File: src/rtl/poly_fifo_drain_if.sv
// poly_fifo_drain_if: FIFO sink port and output stream bundle for poly_fifo_drain
// master: drain side (drives addresses, rd_finish, stream); slave: FIFO + consumer side
// Signals: length, addrA/addrB, dA/dB, empty, rlwe_id/poly_id/opcode, rd_finish,
//          m_valid/m_ready, m_data, m_last, m_rlwe_id/m_poly_id/m_opcode
interface poly_fifo_drain_if #(
    parameter int ADDR_WIDTH    = 8,
    parameter int BIT_WIDTH     = 8,
    parameter int LINE_SIZE     = 8,
    parameter int RLWE_ID_WIDTH = 4,
    parameter int POLY_ID_WIDTH = 4,
    parameter int OPCODE_WIDTH  = 4
);
    logic [11:0]                        length;
    logic [ADDR_WIDTH-1:0]              addrA, addrB;
    logic [BIT_WIDTH*LINE_SIZE-1:0]     dA, dB;
    logic                               empty;
    logic [RLWE_ID_WIDTH-1:0]           rlwe_id, m_rlwe_id;
    logic [POLY_ID_WIDTH-1:0]           poly_id, m_poly_id;
    logic [OPCODE_WIDTH-1:0]            opcode, m_opcode;
    logic                               rd_finish;
    logic                               m_valid, m_ready, m_last;
    logic [2*BIT_WIDTH*LINE_SIZE-1:0]   m_data;
    modport master (
        input  length, dA, dB, empty, rlwe_id, poly_id, opcode, m_ready,
        output addrA, addrB, rd_finish, m_valid, m_data, m_last, m_rlwe_id, m_poly_id, m_opcode
    );
    modport slave (
        output length, dA, dB, empty, rlwe_id, poly_id, opcode, m_ready,
        input  addrA, addrB, rd_finish, m_valid, m_data, m_last, m_rlwe_id, m_poly_id, m_opcode
    );
endinterface

File: src/rtl/poly_fifo_drain.sv
// poly_fifo_drain: reads a ping-pong FIFO buffer as line pairs and streams them out
// Ports: clk, rst (sync, active-high), bus (poly_fifo_drain_if.master: FIFO sink port + output stream)
// Optional FHE_DRAIN_STATS_EN adds stat_polys (rd_finish count) and stat_stalls (valid & !ready cycles)
module poly_fifo_drain #(
    parameter int ADDR_WIDTH    = 8,
    parameter int BIT_WIDTH     = 8,
    parameter int LINE_SIZE     = 8,
    parameter int RLWE_ID_WIDTH = 4,
    parameter int POLY_ID_WIDTH = 4,
    parameter int OPCODE_WIDTH  = 4,
    parameter int RD_LAT        = 1,
    parameter int SKID_DEPTH    = RD_LAT + 1
) (
    input  logic clk,
    input  logic rst,
    poly_fifo_drain_if.master bus
`ifdef FHE_DRAIN_STATS_EN
    ,
    output logic [31:0] stat_polys,
    output logic [31:0] stat_stalls
`endif
);
    localparam int DW = 2 * BIT_WIDTH * LINE_SIZE;
    localparam int SH = $clog2(LINE_SIZE) + 1;
    localparam int CW = $clog2(SKID_DEPTH + 1);
    localparam int PW = (SKID_DEPTH > 1) ? $clog2(SKID_DEPTH) : 1;
    typedef enum logic [2:0] {IDLE, READ, DRAIN, FIN, GUARD} state_t;
    state_t state_q, state_d;
    logic [11:0] pairs_q, pairs_d, idx_q, idx_d;
    logic [ADDR_WIDTH-1:0] addr_a_q, addr_a_d, addr_b_q, addr_b_d;
    logic [RLWE_ID_WIDTH-1:0] rlwe_q, rlwe_d;
    logic [POLY_ID_WIDTH-1:0] poly_q, poly_d;
    logic [OPCODE_WIDTH-1:0] op_q, op_d;
    logic [CW-1:0] occ_q, occ_d, cnt_q, cnt_d;
    logic [RD_LAT-1:0] pv_q, pv_d, pl_q, pl_d;
    logic [PW-1:0] wr_q, wr_d, rd_q, rd_d;
    logic [SKID_DEPTH-1:0] lst_q, lst_d;
    logic [DW-1:0] mem_q [SKID_DEPTH];
    logic [DW-1:0] mem_d [SKID_DEPTH];
    logic issue, last_issue, in_v, in_l, pop, push, pop_mem, has;
    // occ counts reads in flight plus beats buffered, so the skid can never overflow
    assign issue = (state_q == READ) && (occ_q < CW'(SKID_DEPTH));
    assign last_issue = issue && (idx_q == pairs_q - 12'd1);
    assign in_v = pv_q[RD_LAT-1];
    assign in_l = pl_q[RD_LAT-1];
    assign has = cnt_q != '0;
    // fall-through skid: an empty skid presents returning read data directly
    assign bus.m_valid = has || in_v;
    assign bus.m_data = has ? mem_q[rd_q] : (in_v ? {bus.dB, bus.dA} : '0);
    assign bus.m_last = has ? lst_q[rd_q] : in_v & in_l;
    assign pop = bus.m_valid & bus.m_ready;
    assign pop_mem = pop & has;
    assign push = in_v & ~(pop & ~has);
    assign bus.addrA = addr_a_q;
    assign bus.addrB = addr_b_q;
    assign bus.rd_finish = state_q == FIN;
    assign bus.m_rlwe_id = rlwe_q;
    assign bus.m_poly_id = poly_q;
    assign bus.m_opcode = op_q;
    always_comb begin
        state_d = state_q;
        pairs_d = pairs_q;
        idx_d = idx_q;
        addr_a_d = addr_a_q;
        addr_b_d = addr_b_q;
        rlwe_d = rlwe_q;
        poly_d = poly_q;
        op_d = op_q;
        case (state_q)
            IDLE: if (!bus.empty) begin
                state_d = READ;
                pairs_d = bus.length >> SH;
                idx_d = '0;
                addr_a_d = '0;
                addr_b_d = ADDR_WIDTH'(bus.length >> SH);
                rlwe_d = bus.rlwe_id;
                poly_d = bus.poly_id;
                op_d = bus.opcode;
            end
            READ: if (issue) begin
                state_d = last_issue ? DRAIN : READ;
                idx_d = idx_q + 12'd1;
                addr_a_d = last_issue ? addr_a_q : addr_a_q + ADDR_WIDTH'(1);
                addr_b_d = last_issue ? addr_b_q : addr_b_q + ADDR_WIDTH'(1);
            end
            DRAIN: state_d = (pop && bus.m_last) ? FIN : DRAIN;
            FIN: state_d = GUARD;
            GUARD: state_d = IDLE;
            default: state_d = IDLE;
        endcase
    end
    always_comb begin
        pv_d = RD_LAT'({pv_q, issue});
        pl_d = RD_LAT'({pl_q, last_issue});
        occ_d = occ_q + CW'(issue) - CW'(pop);
        cnt_d = cnt_q + CW'(push) - CW'(pop_mem);
        wr_d = push ? ((wr_q == PW'(SKID_DEPTH - 1)) ? '0 : wr_q + PW'(1)) : wr_q;
        rd_d = pop_mem ? ((rd_q == PW'(SKID_DEPTH - 1)) ? '0 : rd_q + PW'(1)) : rd_q;
        lst_d = lst_q;
        mem_d = mem_q;
        if (push) begin
            lst_d[wr_q] = in_l;
            mem_d[wr_q] = {bus.dB, bus.dA};
        end
    end
    always_ff @(posedge clk) begin
        if (rst) begin
            state_q <= IDLE;
            pairs_q <= '0;
            idx_q <= '0;
            addr_a_q <= '0;
            addr_b_q <= '0;
            rlwe_q <= '0;
            poly_q <= '0;
            op_q <= '0;
            occ_q <= '0;
            cnt_q <= '0;
            pv_q <= '0;
            pl_q <= '0;
            wr_q <= '0;
            rd_q <= '0;
            lst_q <= '0;
        end else begin
            state_q <= state_d;
            pairs_q <= pairs_d;
            idx_q <= idx_d;
            addr_a_q <= addr_a_d;
            addr_b_q <= addr_b_d;
            rlwe_q <= rlwe_d;
            poly_q <= poly_d;
            op_q <= op_d;
            occ_q <= occ_d;
            cnt_q <= cnt_d;
            pv_q <= pv_d;
            pl_q <= pl_d;
            wr_q <= wr_d;
            rd_q <= rd_d;
            lst_q <= lst_d;
        end
    end
    // payload storage needs no reset: it is only visible while cnt_q is nonzero
    always_ff @(posedge clk) mem_q <= mem_d;
`ifdef FHE_DRAIN_STATS_EN
    logic [31:0] polys_q, polys_d, stalls_q, stalls_d;
    assign polys_d = polys_q + 32'(bus.rd_finish);
    assign stalls_d = stalls_q + 32'(bus.m_valid & ~bus.m_ready);
    always_ff @(posedge clk) begin
        polys_q <= rst ? '0 : polys_d;
        stalls_q <= rst ? '0 : stalls_d;
    end
    assign stat_polys = polys_q;
    assign stat_stalls = stalls_q;
`endif
endmodule

File: src/flat_wrapper.sv
// flat-port wrapper written by rule: the top's interface ports become plain ports
module poly_fifo_drain_flat 
#(
    parameter int ADDR_WIDTH    = 8,
    parameter int BIT_WIDTH     = 8,
    parameter int LINE_SIZE     = 8,
    parameter int RLWE_ID_WIDTH = 4,
    parameter int POLY_ID_WIDTH = 4,
    parameter int OPCODE_WIDTH  = 4,
    parameter int RD_LAT        = 1,
    parameter int SKID_DEPTH    = RD_LAT + 1
)
  (clk, rst, bus_length, bus_dA, bus_dB, bus_empty, bus_rlwe_id, bus_poly_id, bus_opcode, bus_m_ready, bus_addrA, bus_addrB, bus_rd_finish, bus_m_valid, bus_m_data, bus_m_last, bus_m_rlwe_id, bus_m_poly_id, bus_m_opcode);
  poly_fifo_drain_if #(.ADDR_WIDTH(ADDR_WIDTH), .BIT_WIDTH(BIT_WIDTH), .LINE_SIZE(LINE_SIZE), .RLWE_ID_WIDTH(RLWE_ID_WIDTH), .POLY_ID_WIDTH(POLY_ID_WIDTH), .OPCODE_WIDTH(OPCODE_WIDTH)) bus_i ();
  input  logic clk;
  input  logic rst;
  input wire logic [$bits(bus_i.length)-1:0] bus_length;
  input wire logic [$bits(bus_i.dA)-1:0] bus_dA;
  input wire logic [$bits(bus_i.dB)-1:0] bus_dB;
  input wire logic [$bits(bus_i.empty)-1:0] bus_empty;
  input wire logic [$bits(bus_i.rlwe_id)-1:0] bus_rlwe_id;
  input wire logic [$bits(bus_i.poly_id)-1:0] bus_poly_id;
  input wire logic [$bits(bus_i.opcode)-1:0] bus_opcode;
  input wire logic [$bits(bus_i.m_ready)-1:0] bus_m_ready;
  output wire logic [$bits(bus_i.addrA)-1:0] bus_addrA;
  output wire logic [$bits(bus_i.addrB)-1:0] bus_addrB;
  output wire logic [$bits(bus_i.rd_finish)-1:0] bus_rd_finish;
  output wire logic [$bits(bus_i.m_valid)-1:0] bus_m_valid;
  output wire logic [$bits(bus_i.m_data)-1:0] bus_m_data;
  output wire logic [$bits(bus_i.m_last)-1:0] bus_m_last;
  output wire logic [$bits(bus_i.m_rlwe_id)-1:0] bus_m_rlwe_id;
  output wire logic [$bits(bus_i.m_poly_id)-1:0] bus_m_poly_id;
  output wire logic [$bits(bus_i.m_opcode)-1:0] bus_m_opcode;
  assign bus_i.length = bus_length;
  assign bus_i.dA = bus_dA;
  assign bus_i.dB = bus_dB;
  assign bus_i.empty = bus_empty;
  assign bus_i.rlwe_id = bus_rlwe_id;
  assign bus_i.poly_id = bus_poly_id;
  assign bus_i.opcode = bus_opcode;
  assign bus_i.m_ready = bus_m_ready;
  assign bus_addrA = bus_i.addrA;
  assign bus_addrB = bus_i.addrB;
  assign bus_rd_finish = bus_i.rd_finish;
  assign bus_m_valid = bus_i.m_valid;
  assign bus_m_data = bus_i.m_data;
  assign bus_m_last = bus_i.m_last;
  assign bus_m_rlwe_id = bus_i.m_rlwe_id;
  assign bus_m_poly_id = bus_i.m_poly_id;
  assign bus_m_opcode = bus_i.m_opcode;
  poly_fifo_drain #(.ADDR_WIDTH(ADDR_WIDTH), .BIT_WIDTH(BIT_WIDTH), .LINE_SIZE(LINE_SIZE), .RLWE_ID_WIDTH(RLWE_ID_WIDTH), .POLY_ID_WIDTH(POLY_ID_WIDTH), .OPCODE_WIDTH(OPCODE_WIDTH), .RD_LAT(RD_LAT), .SKID_DEPTH(SKID_DEPTH)) u_core (.clk(clk), .rst(rst), .bus(bus_i));
endmodule
File: config.mk
export PLATFORM = sky130hd
export DESIGN_NAME = poly_fifo_drain_flat
export DESIGN_NICKNAME = d
export VERILOG_FILES = /design/src/rtl/poly_fifo_drain_if.sv /design/src/rtl/poly_fifo_drain.sv /design/src/flat_wrapper.sv
export SDC_FILE = /design/constraint.sdc
export NUM_CORES = 1
export LEC_CHECK = 0
export BUFFER_PORTS_ARGS = -buffer_cell sky130_fd_sc_hd__buf_2
export CORE_MARGIN = 4
export CORE_UTILIZATION = 30
export CTS_CLUSTER_SIZE = 24
export DETAILED_ROUTE_END_ITERATION = 6
export HOLD_SLACK_MARGIN = 0.15
export PLACE_DENSITY = 0.47
export SYNTH_ARGS = -nofsm -noshare
export SYNTH_HDL_FRONTEND = slang
export SYNTH_SLANG_ARGS = --single-unit
File: constraint.sdc
create_clock -name clk -period 11.3 [get_ports clk]
set_clock_uncertainty 0.1 [all_clocks]
set_input_delay 1.13 -clock clk [delete_from_list [all_inputs] [get_ports clk]]
set_output_delay 1.13 -clock clk [all_outputs]
set_load 0.1 [all_outputs]
==> run summary <==
run status -> completed
first-pass GRT wire length -> 53.9 mm
critical path arrival -> 4390 ps
TritonCTS buffer count -> 38
GR Util met3 -> 3.52%
Synth top area share -> 56.9%
CP max stage delay -> 910 ps
Synth area leaders -> edfxtp_1 57%, mux2i_1 9.9%, dfxtp_1 9.0%
Avg Cell Area, Syn -> 12.7 µm²
Required @ worst endpoint -> 10070 ps
max-slew violations -> 0
Bufs and invs on worst path -> 3
DRT antenna net count -> 0
post-CTS resize count -> 0
Synth Register Bits -> 317
Final Cycle Share -> 49.7%
DRC Markers -> 0
synth warn -> 0
WS Path Type -> reg2out
Cells after Synth -> 1063
Worst path top cell family by delay -> buffers and inverters
Post-Syn Area -> 0.0135 mm²
CTS tree -> done
TritonRoute pass-1 iters -> 5
CTS Root Cell -> clkbuf_16
Post-Route WL -> 36.0 mm
syn_nets -> 1227
HPWL after DPL -> 22.7 mm
chip width -> 220 µm
clk sinks -> 317
Fill cells -> 4366
area grow syn2layout -> 24.5%
Die Y -> 220 µm
via count -> 9476
worst slew pin tran -> 1050 ps
asr flop ratio synth -> 0%
reg2reg setup slack -> 7690 ps
H-tree levels -> 2
hold_buf cts -> 0
Wirelength per Cell -> 18.3 µm
antenna violations before repair -> 7
core box area -> 0.0443 mm²
Slowest cell on crit path -> buf_4
Die Footprint -> 0.0485 mm²
nets@finish -> 1510
crit end category -> primary output
DR vias/cell -> 4.81
CP most frequent cell -> buf_4
Worst Setup Start Kind -> flop
multi-input logic area -> 0.00428 mm²
total track usage -> 14.2%
Post-synth EDFFs -> 256
# rows -> 77
met1 Usage GRT -> 19.0%
CP cell instances -> nor2_4 > buf_4 > buf_4 > nand3_1 > o21ai_0 > buf_2
Final Critical Period -> 5620 ps
post-synth top area cell -> edfxtp_1
initial drt markers -> 541
Fmax achieved -> 178 MHz
Max Cap Violations -> 0
# setup viols final -> 0
register area -> 0.00892 mm²
I/O pins -> 315
RSZ-0062 raised after global routing -> false
postcts setup bufs -> 0
Max clock buf depth -> 3
share of layout cells above drive strength 1 -> 27.7%
gr busiest metal -> met2
Synth Flop Type -> edfxtp_1
largest net degree at the start of global routing -> 114
Overflow after GRT -> 0
register area share after synthesis -> 66.0%
Clk pin slew, worst setup/hold paths -> 60 ps
Hold Crit Class -> reg2reg
vias in the first global route -> 9207
placer congestion estimate -> 0.760
PortBufs -> 310
Worst-Skew Late Latency -> 550 ps
Final Hold Violating Endpoints -> 0
Fin Setup TNS -> 0 ps
initial core utilization -> 30.5%
M2 GR Usage -> 22.5%
Netlist cell types -> 52
worst relative slew slack -> 29.8%
critical-path maximum fanout -> 113
state kept, by name (all words and copies together) (netlist names), 2 cells and up:
register	flops
u_core.bus.m_rlwe_id	4
u_core.bus.m_opcode	4
u_core.pairs_q	8
u_core.bus.m_poly_id	4
u_core.mem_q	256
u_core.bus.addrA	8
u_core.occ_q	2
u_core.idx_q	12
u_core.lst_q	2
u_core.state_q	3
u_core.cnt_q	2
u_core.bus.addrB	8
worst min-delay path: cells and delay by family (launching register included):
family	cells	cell delay (ps)
AOI/OAI and AO/OA	1	50
DFF	1	300
and+or+nand+nor	1	50
cell type report:
class | count | share of cell area (%)
Inverter | 9 | 0.201
Sequential cell | 317 | 53.0
Multi-Input combinational cell | 659 | 25.5
Clock buffer | 50 | 6.05
Timing Repair Buffer | 321 | 9.72
Tap cell | 592 | 4.41
Clock inverter | 17 | 1.08
Antenna cell | 4 | 0.0595
kinds of logic (layout without fill, tap and decap cells):
| group | after synthesis | in the layout | synth area share (%) |
|---|---|---|---|
| adder cells (fa/ha/maj) | 8 | 8 | 0.741 |
| flip-flops | 317 | 317 | 66.0 |
| AND/OR/NAND/NOR | 284 | 284 | 10.5 |
| multiplexers | 134 | 134 | 9.93 |
| AO/OA/AOI/OAI | 211 | 211 | 8.93 |
| buffers and inverters | 87 | 397 | 2.54 |
| other | 0 | 4 | 0 |
| XOR/XNOR | 22 | 22 | 1.43 |
through the flow:
step | cells | util, % | area, µm² | setup slack [ps] | hold slack, ps
2_1_floorplan | 1063 | - | 13500 | 3280 | 357
3_3_place_gp | 1898 | 35.2 | 15600 | 6210 | 341
4_1_cts | 1965 | 37.9 | 16800 | 5530 | 354
3_5_place_dp | 1898 | 35.2 | 15600 | 6110 | 346
6_report | 1969 | 37.9 | 16800 | 5680 | 350
5_1_grt | 1968 | 37.9 | 16800 | 5210 | 380
cell usage after synthesis, types with 3 or more instances:
cell / n
o21ai_0: 137
xor2_1: 10
edfxtp_1: 256
a31oi_1: 4
o31ai_1: 7
nor2b_1: 4
xnor2_1: 12
nand4_1: 6
o311ai_1: 3
or4_1: 5
nand3_1: 138
buf_1: 6
or3_1: 5
nand2_1: 57
nor3_1: 5
dfxtp_1: 61
a21oi_1: 37
nor2_1: 31
o2111ai_1: 3
ha_1: 8
clkbuf_1: 69
inv_1: 9
nor4_1: 5
mux2i_1: 134
and2_1: 8
and3_1: 5
and4_1: 4
per-layer routing:
layer	share of wire [%]	vias to the layer above
met5	0.11	-
met2	47	238
met4	2.4	6
met3	5.8	56
li1	-	4600
met1	45	4576
path summary, 6_finish.rpt:
kind,startpoint,endpoint,cells past startpoint
worst max-delay path,u_core.cnt_q[1]$_SDFF_PP0_,bus_m_data[13],6
worst min-delay path,u_core.bus.m_poly_id[2]$_SDFFE_PP0P_,u_core.bus.m_poly_id[2]$_SDFFE_PP0P_,2
worst max register to register,u_core.in_v$_SDFF_PP0_,u_core.mem_q[244]$_DFFE_PP_,3
worst min register to register,u_core.bus.m_poly_id[2]$_SDFFE_PP0P_,u_core.bus.m_poly_id[2]$_SDFFE_PP0P_,2
cells in the final DEF, fill, tap and decap left out, types with 5 or more instances in the layout:
master,n
buf_2,310
edfxtp_1,256
nand3_1,138
o21ai_0,137
mux2i_1,134
dfxtp_1,59
nand2_1,57
clkbuf_16,39
a21oi_1,37
nor2_1,30
xnor2_1,12
clkbuf_1,11
buf_4,11
xor2_1,10
inv_1,9
clkinv_1,9
ha_1,8
and2_1,7
o31ai_1,7
nand4_1,6
or3_1,5
and3_1,5
or4_1,5
nor3_1,5
Power is left out: the tool's default activity adds up to more than one toggle a clock period on the data nets, which glitch-free logic cannot reach.
